===== config.mk =====
export PLATFORM = sky130hd
export DESIGN_NAME = ex_wb_stage
export DESIGN_NICKNAME = d
export VERILOG_FILES = /design/src/rtl/ex_wb_stage.sv
export SDC_FILE = /design/constraint.sdc
export NUM_CORES = 1
export LEC_CHECK = 0
export CAP_MARGIN = 20
export CORE_MARGIN = 4
export CORE_UTILIZATION = 40
export CTS_CLUSTER_DIAMETER = 50
export CTS_CLUSTER_SIZE = 30
export DETAILED_ROUTE_END_ITERATION = 12
export PLACE_DENSITY = 0.76
export SYNTH_ARGS = -nofsm -noshare
export SYNTH_HDL_FRONTEND = slang
export SYNTH_SLANG_ARGS = --single-unit

===== constraint.sdc =====
create_clock -name clk -period 4.9 [get_ports clk]
set_input_delay 0.49 -clock clk [delete_from_list [all_inputs] [get_ports clk]]
set_output_delay 0.49 -clock clk [all_outputs]
set_load 0.02 [all_outputs]

===== src/rtl/ex_wb_stage.sv =====
// Execute-to-writeback stage: in-order result buffer, branch redirect with
// wrong-path squash, and forwarding of the youngest buffered result.
module ex_wb_stage #(
  parameter int unsigned DEPTH        = 2,
  parameter int unsigned FLUSH_CYCLES = 2,
  parameter int unsigned DATA_W       = 32
) (
  input  logic                       clk,
  input  logic                       rst,
  input  logic                       ex_valid,
  output logic                       ex_ready,
  input  logic [4:0]                 ex_opcode,
  input  logic [6:0]                 ex_rd,
  input  logic [6:0]                 ex_branch,
  input  logic [DATA_W-1:0]          ex_result,
  output logic                       wb_valid,
  input  logic                       wb_ready,
  output logic [6:0]                 wb_rd,
  output logic [DATA_W-1:0]          wb_data,
  output logic [4:0]                 wb_opcode,
  output logic                       redirect,
  output logic [6:0]                 redirect_pc,
  output logic                       flush,
  output logic                       fwd_valid,
  output logic [6:0]                 fwd_rd,
  output logic [DATA_W-1:0]          fwd_data,
  output logic [$clog2(DEPTH):0]     count,
  output logic                       err_illegal
);

  localparam int unsigned PTR_W = (DEPTH > 1) ? $clog2(DEPTH) : 1;
  localparam int unsigned CNT_W = PTR_W + 1;
  localparam int unsigned SQ_W  = (FLUSH_CYCLES > 0) ? $clog2(FLUSH_CYCLES + 1) : 1;

  localparam logic [4:0] OP_NOP = 5'd0;
  localparam logic [4:0] OP_B   = 5'd7;
  localparam logic [4:0] OP_BEG = 5'd8;
  localparam logic [4:0] OP_MAX = 5'd10;

  typedef enum logic {S_IDLE, S_SQUASH} state_t;

  typedef struct packed {
    logic [6:0]        rd;
    logic [DATA_W-1:0] data;
    logic [4:0]        op;
  } entry_t;

  entry_t           r_mem [DEPTH];
  logic [PTR_W-1:0] r_wptr, r_rptr;
  logic [CNT_W-1:0] r_count;
  state_t           r_state, w_state_nxt;
  logic [SQ_W-1:0]  r_sq_cnt, w_sq_nxt;
  logic             r_redirect;
  logic [6:0]       r_redirect_pc;
  logic             r_err;

  logic             w_flush, w_xfer, w_live, w_push, w_pop, w_take, w_illegal;
  logic             w_enq_op;
  logic [PTR_W-1:0] w_yidx;
  entry_t           w_head, w_young;

  assign w_flush  = (r_state == S_SQUASH);
  assign ex_ready = w_flush | (r_count < CNT_W'(DEPTH));
  assign w_xfer   = ex_valid & ex_ready;
  assign w_live   = w_xfer & ~w_flush;

  // Opcodes 1-6, 9 and 10 carry a register result; 11 and above are illegal.
  assign w_enq_op  = (ex_opcode != OP_NOP) && (ex_opcode != OP_B) &&
                     (ex_opcode != OP_BEG) && (ex_opcode <= OP_MAX);
  assign w_push    = w_live & w_enq_op;
  assign w_take    = w_live & ((ex_opcode == OP_B) ||
                               ((ex_opcode == OP_BEG) && (ex_branch != 7'd0)));
  assign w_illegal = w_live & (ex_opcode > OP_MAX);
  assign w_pop     = (r_count != '0) & wb_ready;

  // Squash FSM: counts accepted wrong-path transfers after a taken branch.
  always_comb begin
    w_state_nxt = r_state;
    w_sq_nxt    = r_sq_cnt;
    case (r_state)
      S_IDLE: begin
        if (w_take) begin
          w_state_nxt = S_SQUASH;
          w_sq_nxt    = SQ_W'(FLUSH_CYCLES);
        end
      end
      S_SQUASH: begin
        if (w_xfer) begin
          w_sq_nxt = r_sq_cnt - SQ_W'(1);
          if (r_sq_cnt <= SQ_W'(1)) begin
            w_state_nxt = S_IDLE;
            w_sq_nxt    = '0;
          end
        end
      end
      default: begin
        w_state_nxt = S_IDLE;
        w_sq_nxt    = '0;
      end
    endcase
  end

  always_ff @(posedge clk) begin
    if (rst) begin
      r_state       <= S_IDLE;
      r_sq_cnt      <= '0;
      r_redirect    <= 1'b0;
      r_redirect_pc <= 7'd0;
      r_err         <= 1'b0;
      r_wptr        <= '0;
      r_rptr        <= '0;
      r_count       <= '0;
    end else begin
      r_state    <= w_state_nxt;
      r_sq_cnt   <= w_sq_nxt;
      r_redirect <= w_take;
      if (w_take) r_redirect_pc <= ex_branch;
      if (w_illegal) r_err <= 1'b1;
      if (w_push) r_wptr <= r_wptr + PTR_W'(1);
      if (w_pop)  r_rptr <= r_rptr + PTR_W'(1);
      case ({w_push, w_pop})
        2'b10:   r_count <= r_count + CNT_W'(1);
        2'b01:   r_count <= r_count - CNT_W'(1);
        default: r_count <= r_count;
      endcase
    end
  end

  // Payload storage needs no reset; validity is tracked by r_count.
  always_ff @(posedge clk) begin
    if (w_push) r_mem[r_wptr] <= '{rd: ex_rd, data: ex_result, op: ex_opcode};
  end

  assign w_yidx  = r_wptr - PTR_W'(1);
  assign w_head  = r_mem[r_rptr];
  assign w_young = r_mem[w_yidx];

  assign wb_valid    = (r_count != '0);
  assign wb_rd       = wb_valid ? w_head.rd   : 7'd0;
  assign wb_data     = wb_valid ? w_head.data : '0;
  assign wb_opcode   = wb_valid ? w_head.op   : 5'd0;
  assign fwd_valid   = wb_valid;
  assign fwd_rd      = fwd_valid ? w_young.rd   : 7'd0;
  assign fwd_data    = fwd_valid ? w_young.data : '0;
  assign redirect    = r_redirect;
  assign redirect_pc = r_redirect_pc;
  assign flush       = w_flush;
  assign count       = r_count;
  assign err_illegal = r_err;

endmodule


## Word level (Yosys, flattened, before mapping)

Memory sizes are Yosys's and may differ from the RTL's. A register that Yosys moved wholly into a read port is not among the register bits.
Index checks and enable logic that the tools add are counted.

- Register bits after elaboration: 16
- Memory bits (writable): 88
- Input bits: 55
- Output and inout bits: 98
- Logic and storage cells: 63
- Memories kept: 1

Memories:

| memory | words | bits a word | read ports | clocked after Yosys merged registers in | wr ports | RTL line | RTL |
|---|---|---|---|---|---|---|---|
| r_mem | 2 | 44 | 2 | 1 | 1 | 48 | `entry_t r_mem [DEPTH];` |

- $add $sub $neg: 6
- $lt $le $gt $ge: 4
- Equality and inequality tests: 8
- Mux-type cells: 18
- Bitwise gates (word level): 8
- Reductions and logical operators: 10

Operators by type and width:

| cell | number |
|---|---|
| $mux W32 | 2 |
| $mux W7 | 2 |
| $pmux W2 S2 | 2 |
| $mux W1 | 7 |
| $reduce_bool A7 Y1 | 1 |
| $and A1 B1 Y1 | 6 |
| $mux W2 | 3 |
| $eq A5 B3 Y1 const B | 1 |
| $eq A5 B4 Y1 const B | 1 |
| $gt A5 B4 Y1 const B | 1 |
| $le A5 B4 Y1 const B | 1 |
| $mux W5 | 1 |
| $ne A5 B3 Y1 const B | 1 |
| $ne A5 B4 Y1 const B | 1 |
| $reduce_bool A5 Y1 | 1 |
| $logic_and A1 B1 Y1 | 4 |
| $reduce_bool A2 Y1 | 2 |
| $sub A2 B1 Y2 const B | 2 |
| $add A1 B1 Y1 const B | 2 |
| $add A2 B1 Y2 const B | 1 |
| $eq A2 B1 Y1 const B | 1 |
| $eq A2 B2 Y1 const B | 1 |
| $le A2 B1 Y1 const B | 1 |
| $lt A2 B2 Y1 const B | 1 |
| other kinds (8) | 8 |

## Depth between registers and ports, before layout

Gate-level depths: netlist (run 1).

- Depth in word-level cells: 7
- Depth in mapped cells: 7
- Depth with buffers taken out: 7

## Least setup slack after synthesis (run 1)

No wires, ideal clock.

- Path kind: in2reg
- Start: input ex_opcode[4]
- End: memory r_mem[0][0] (netlist name) (enable)
- Library setup time: 446 ps
- Data arrival time: 3207 ps
- Data required time: 4454 ps
- Setup slack: 1247 ps
- Cell stages on the path: 3
- Buffers on the path: 0
- Cells stage by stage: or4b_1 -> a2111o_1 -> nor2_1

- Cells in the longest elaborated chain, start to end: 7
- Elaborated cells between the ends (all ways): 10
- Those cells by class: order compare: 1; eq/ne: 2; mux: 2; bitwise: 1; reduce/logical: 4

Ends and longest elaborated chain:

| what | RTL line | RTL |
|---|---|---|
| start, declared | 12 | `input logic [4:0] ex_opcode,` |
| branches (longest 3 deep; another with $le A5 B4 Y1) | - |  |
| $logic_and A1 B1 Y1 (*) | 69 | `(ex_opcode != OP_BEG) && (ex_opcode <= OP_MAX);` |
| $and A1 B1 Y1 (*) | 70 | `assign w_push = w_live & w_enq_op;` |
| $mux W1 (*) | 131 | `if (w_push) r_mem[r_wptr] <= '{rd: ex_rd, data: ex_result, op: ex_opcode};` |
| $mux W1 (implied by the code) (*) | 131 |  |
| end, declared | 48 |  |

Every way passes the cells marked *.

## Worst setup path after layout (run 1)

- Start: register r_count[1], in the netlist count[1]
- End: output fwd_rd[0]

- Cells in the longest elaborated chain, start to end: 2

Ends and longest elaborated chain:

| what | RTL line | RTL |
|---|---|---|
| start, declared | 50 | `logic [CNT_W-1:0] r_count;` |
| start signal, assigned | 122 | `2'b10: r_count <= r_count + CNT_W'(1);` |
| start signal, assigned | 123 | `2'b01: r_count <= r_count - CNT_W'(1);` |
| start signal, assigned | 124 | `default: r_count <= r_count;` |
| $reduce_bool A2 Y1 | 138 | `assign wb_valid = (r_count != '0);` |
| $mux W7 | 143 | `assign fwd_rd = fwd_valid ? w_young.rd : 7'd0;` |
| end, declared | 25 | `output logic [6:0] fwd_rd,` |

No other way between the ends.

==> metrics.txt, run 1 <==
status=complete, no violations; asr flop ratio synth=0%; most frequent cells in the layout=clkdlybuf4s50_1 (152), nor2_1 (91), mux2i_1 (90); clk_lat worst skew=between 0.3 and 0.4 ns; First DRT Iteration DRCs=188; yosys warns=0; Initial Util=40.9%; Post-DP Area=6330 um^2; Hold Buf Count CTS=0; Worst Path Arrival=2.54 ns; Rows=39; post_cts resized=0; final setup fails=0; vias in the first global route=3376; initial antenna violation count=0; syn avg cell area=13.0 um^2; crit path time final=3.03 ns; first-pass GRT wire length=16.8 mm; Setup TNS=0 ns; Final period util=approximately three fifths; maximum VDD drop=0.201 mV; WL/cell=16.6 um; CTS sink cnt=105; required time of the critical path=around 4.4 ns; Seq/Total Area, Yosys=63.9%; Pins Over Slew Limit=0; n_diodes=0; IO Count=153; P&R area growth vs syn=41.8%; die height=~120 um; drt drc=0; Yosys cell types=34; vias per inst=4.98; Worst setup EP type=output pin; DRT Pass-1 Iters=4; Slew headroom=52.8%; FF+latch count, synth=105; Worst Hold Class=flip-flop to flip-flop; Remaining Overflow, GRT=0; EDFF count, synth=approximately 90; Setup WS pre-CTS=1.75 ns; root buffer cell=clkbuf_16; Total GRT Usage=16.1%; Mapped Area=between 4000 and 5000 um^2; Synth Flop Type=edfxtp_1; dpl hpwl=7.74 mm; Max-Cap Viols=0; Mapped Cells=359; crit path max fanout=60; design area=6620 um^2; GPL Wtd Cong=0.763; syn nets=415; fmax=330 MHz; final WL=10.9 mm; Worst Setup Start Kind=flip-flop; core box area=11400 um^2; largest net degree at the start of global routing=61; R2R Setup Slk=roughly 2.3 ns; Final Util=between 50% and 60%; routed via count=3252; fill count=949; die area=~13000 um^2; Die W=116 um; Routed Antenna Nets=0; pwr dens=404 nW/um^2; CTS tree=built; Worst-Margin Slew=0.707 ns; Port Buf Inserts=152; Post CTS Setup Buffer Count=0; Longest Clk Path Bufs=2; share of cells above drive strength 1=5.88%; Worst Skew=0.00674 ns; RSZ-0062 raised after global routing=false; endpoints failing hold=0; Pleak=~2.1 nW; Crit Path Class=flip-flop to output pin; Worst Hold Slack=0.472 ns; worst setup margin=1.87 ns; CTS Buf Count=9; most common cell after layout, fill and taps aside=clkdlybuf4s50_1; fin nets=561; Clock transition at path regs=0.07 ns; H-Tree Depth=3
## metal layers
layer  up-vias  track usage, %  routed length, um
met5         -               0                  0
met4         0            4.33                 85
met3         6            4.23                847
met2       114            28.4               5450
met1      1563            19.5               4480
li1       1569               -                  -
## power by group
group | internal [mW] | switching [mW]
Clock | 0.355 | 0.324
Sequential | 1.00 | 0.0360
Combinational | 0.445 | 0.515
Total | 1.80 | 0.875
## worst max-delay path: stages, from the launching register on
cell and delay (ns):
dfxtp_1 0.40, nor2_4 0.47, buf_4 0.57, nor2_1 0.16
clkdlybuf4s50_1 0.57
## area by class of cell
cell class                 instances  area, um^2  share of cell area, %
sequential                       105        2990                   45.1
tap                              143         179                   2.70
clock buffer                       9         225                   3.40
multi-input combinational        228        1590                   24.0
clock inverter                     7        62.6                  0.945
inverter                           3        11.3                  0.170
timing repair buffer             158        1570                   23.7
## state kept, by name, summed over array words and instances, names as in the netlist, named ones only
signal / flops
r_mem: 88
redirect_pc: 7
count: 2
r_sq_cnt: 2
err_illegal: 1
flush: 1
r_rptr: 1
r_wptr: 1
redirect: 1
## metrics by stage
step	std cells	power, mW
after floorplan	359	1.58
after global placement	636	2.02
after detailed placement	636	2.03
after CTS	652	2.71
after global routing	653	2.81
final	653	2.68
## synth_stat cells, types with 2 or more instances
| cell | count | area share [%] |
|---|---|---|
| a21o_1 | 2 | 0.32 |
| a21oi_1 | 2 | 0.21 |
| buf_2 | 8 | 0.86 |
| clkbuf_1 | 13 | 1.0 |
| dfxtp_1 | 17 | 7.3 |
| edfxtp_1 | 88 | 57 |
| inv_1 | 3 | 0.24 |
| mux2i_1 | 90 | 19 |
| nand2_1 | 2 | 0.16 |
| nand2b_1 | 13 | 1.7 |
| nor2_1 | 94 | 7.6 |
| o21ba_2 | 2 | 0.43 |
| or2b_1 | 2 | 0.32 |
| xnor2_1 | 3 | 0.56 |
## worst paths after layout
kind,start,to,depth (start not counted)
hold reg to reg,r_sq_cnt[1]$_SDFFE_PP0P_,r_sq_cnt[0]$_SDFFE_PP0P_,2
hold / removal,r_sq_cnt[1]$_SDFFE_PP0P_,r_sq_cnt[0]$_SDFFE_PP0P_,2
setup / recovery,count[1]$_SDFFE_PP0P_,fwd_rd[0],4
setup reg to reg,count[1]$_SDFFE_PP0P_,r_mem[1][30]$_DFFE_PP_,4
## logic make-up after synthesis
kind of cell | after synthesis | synth area share [%]
AOI/OAI and AO/OA | 13 | 2.12
DFF | 105 | 63.9
muxes | 90 | 19.3
buffers and inverters | 26 | 2.54
xor gates and xnor gates | 4 | 0.750
and+or+nand+nor | 120 | 11.2
adders and majority gates | 1 | 0.268
Note: power is estimated with default switching activity, not from simulation.
==> run 2: changes to the inputs <==
--- a/config.mk
+++ b/config.mk
@@ -11,7 +11,7 @@
 export CTS_CLUSTER_DIAMETER = 50
 export CTS_CLUSTER_SIZE = 30
 export DETAILED_ROUTE_END_ITERATION = 12
-export PLACE_DENSITY = 0.76
+export PLACE_DENSITY = 0.79
 export SYNTH_ARGS = -nofsm -noshare
 export SYNTH_HDL_FRONTEND = slang
 export SYNTH_SLANG_ARGS = --single-unit
==> constraint.sdc (replaced) <==
create_clock -name clk -period 2.4 [get_ports clk]
set_input_delay 0.24 -clock clk [delete_from_list [all_inputs] [get_ports clk]]
set_output_delay 0.24 -clock clk [all_outputs]
set_load 0.02 [all_outputs]
==> metrics.txt, run 2 (synthesis results as in run 1) <==
status=complete, no violations; Setup TNS=0 ns; max FFs per register=88; Worst Hold Slack=0.473 ns; CTS sink cnt=105; required time of the critical path=2.65 ns; Crit Path Class=flip-flop to flip-flop; crit path max fanout=7; Final period util=93.7%; vias per inst=4.87; IO Count=153; pwr dens=about 810 nW/um^2; Setup WS pre-CTS=-0.189 ns; Biggest register=r_mem; endpoints failing hold=0; Rows=39; drt drc=0; WL/cell=~16 um; CP delay by family, top=simple AND/OR/NAND/NOR gates; First DRT Iteration DRCs=163; fmax=445 MHz; Initial Util=40.9%; final WL=10.5 mm; slowest stage cell, crit path=or4b_1; core box area=11400 um^2; combinational power share=36.9%; Worst Hold Class=flip-flop to flip-flop; RSZ-0062 raised after global routing=false; most common cell after layout, fill and taps aside=clkdlybuf4s50_1; Worst Setup Start Kind=flip-flop; Non-Filler Instances=between 600 and 700; H-Tree Depth=3; Pins Over Slew Limit=0; clock share of power=between 20% and 30%; Die W=~120 um; Clock transition at path regs=around 0.070 ns; routed via count=3231; Sw Ratio=31.8%; multi-input logic area=1590 um^2; GPL Wtd Cong=0.802; Total GRT Usage=between 10% and 20%; cells along the critical path=or4b_1, a2111o_1, ha_1, xnor2_1, or3_2, a21oi_1; Slew headroom=between 50% and 60%; Post CTS Setup Buffer Count=0; Longest Clk Path Bufs=2; placed insts=646; die height=116 um; most frequent cells in the layout=clkdlybuf4s50_1 (152), nor2_1 (91), mux2i_1 (90); share of cells above drive strength 1=7.88%; CTS tree=built; DRT Pass-1 Iters=4; n_diodes=0; CTS Buf Count=9; Hold Buf Count CTS=0; die area=13500 um^2; Final Util=about three fifths; maximum VDD drop=0.426 mV; P&R area growth vs syn=44.7%; register area=~3000 um^2; initial antenna violation count=1; switching power=1.74 mW; fin nets=571; Flop pwr share=between 30% and 40%; Worst Path Arrival=2.50 ns; clk_lat worst skew=0.33 ns; Pleak=about 2.2 nW; P_int=3.74 mW; Worst Skew=0.0105 ns; CP Buf/Inv Count=0; Routed Antenna Nets=0; final setup fails=0; crit path time final=2.25 ns; first-pass GRT wire length=16.2 mm; largest net degree at the start of global routing=49; Worst setup EP type=flip-flop; Post-DP Area=~6500 um^2; fill count=between 900 and 1000; worst setup margin=0.151 ns; Power, Total=5.48 mW; vias in the first global route=3324; Worst-Margin Slew=0.692 ns; CP peak stage delay=around 0.55 ns; dpl hpwl=7.74 mm; Max-Cap Viols=0; root buffer cell=clkbuf_16; Remaining Overflow, GRT=0; design area=6760 um^2; Port Buf Inserts=152; post_cts resized=0
## run 2: cell types whose count changed in the layout (fill, tap and decap cells not counted), sizes merged
cell and change:
inv -2, buf +10, clkbuf +2
## run 2: metal layers
layer  part of all wire [%]  up-vias  global-route usage, %  routed length, um
li1                       -     1583                      -                  -
met1                     39     1535                   17.8               4140
met2                     52       96                   27.6               5440
met3                    7.3       15                   4.80                769
met4                    1.3        2                   4.72                135
met5                   0.12        -                      0                 13
## run 2: final cells by class
class,count,area share (%)
inverters,3,0.167
repair buffers,168,25.2
multi-input cells,228,23.6
flip-flops and latches,105,44.3
clock buffers,11,3.59
clock inverters,5,0.574
well taps,143,2.65
## run 2: path summary, 6_finish.rpt
| kind | start | cells after the start | slack [ns] | endpoint |
|---|---|---|---|---|
| worst min register to register | r_sq_cnt[1]$_SDFFE_PP0P_ | 2 | 0.47 | r_sq_cnt[0]$_SDFFE_PP0P_ |
| worst max-delay path | count[1]$_SDFFE_PP0P_ | 6 | 0.15 | count[1]$_SDFFE_PP0P_ |
| worst min-delay path | r_sq_cnt[1]$_SDFFE_PP0P_ | 2 | 0.47 | r_sq_cnt[0]$_SDFFE_PP0P_ |
| worst max register to register | count[1]$_SDFFE_PP0P_ | 6 | 0.15 | count[1]$_SDFFE_PP0P_ |
## run 2: power groups by stage
| stage | Combinational [mW] | Sequential, mW | Clock [mW] |
|---|---|---|---|
| 3_3_place_gp | 2.02 | 2.13 | 0 |
| 5_1_grt | 2.17 | 2.10 | 1.48 |
| 3_5_place_dp | 2.05 | 2.14 | 0 |
| 4_1_cts | 2.06 | 2.10 | 1.40 |
| 2_1_floorplan | 1.10 | 2.13 | 0 |
| 6_report | 2.02 | 2.10 | 1.36 |
## run 2: worst min-delay path, cell delays in order, from the launching register on
cell	delay (ns)
dfxtp_1	0.31
nand2_1	0.05
o22ai_1	0.06
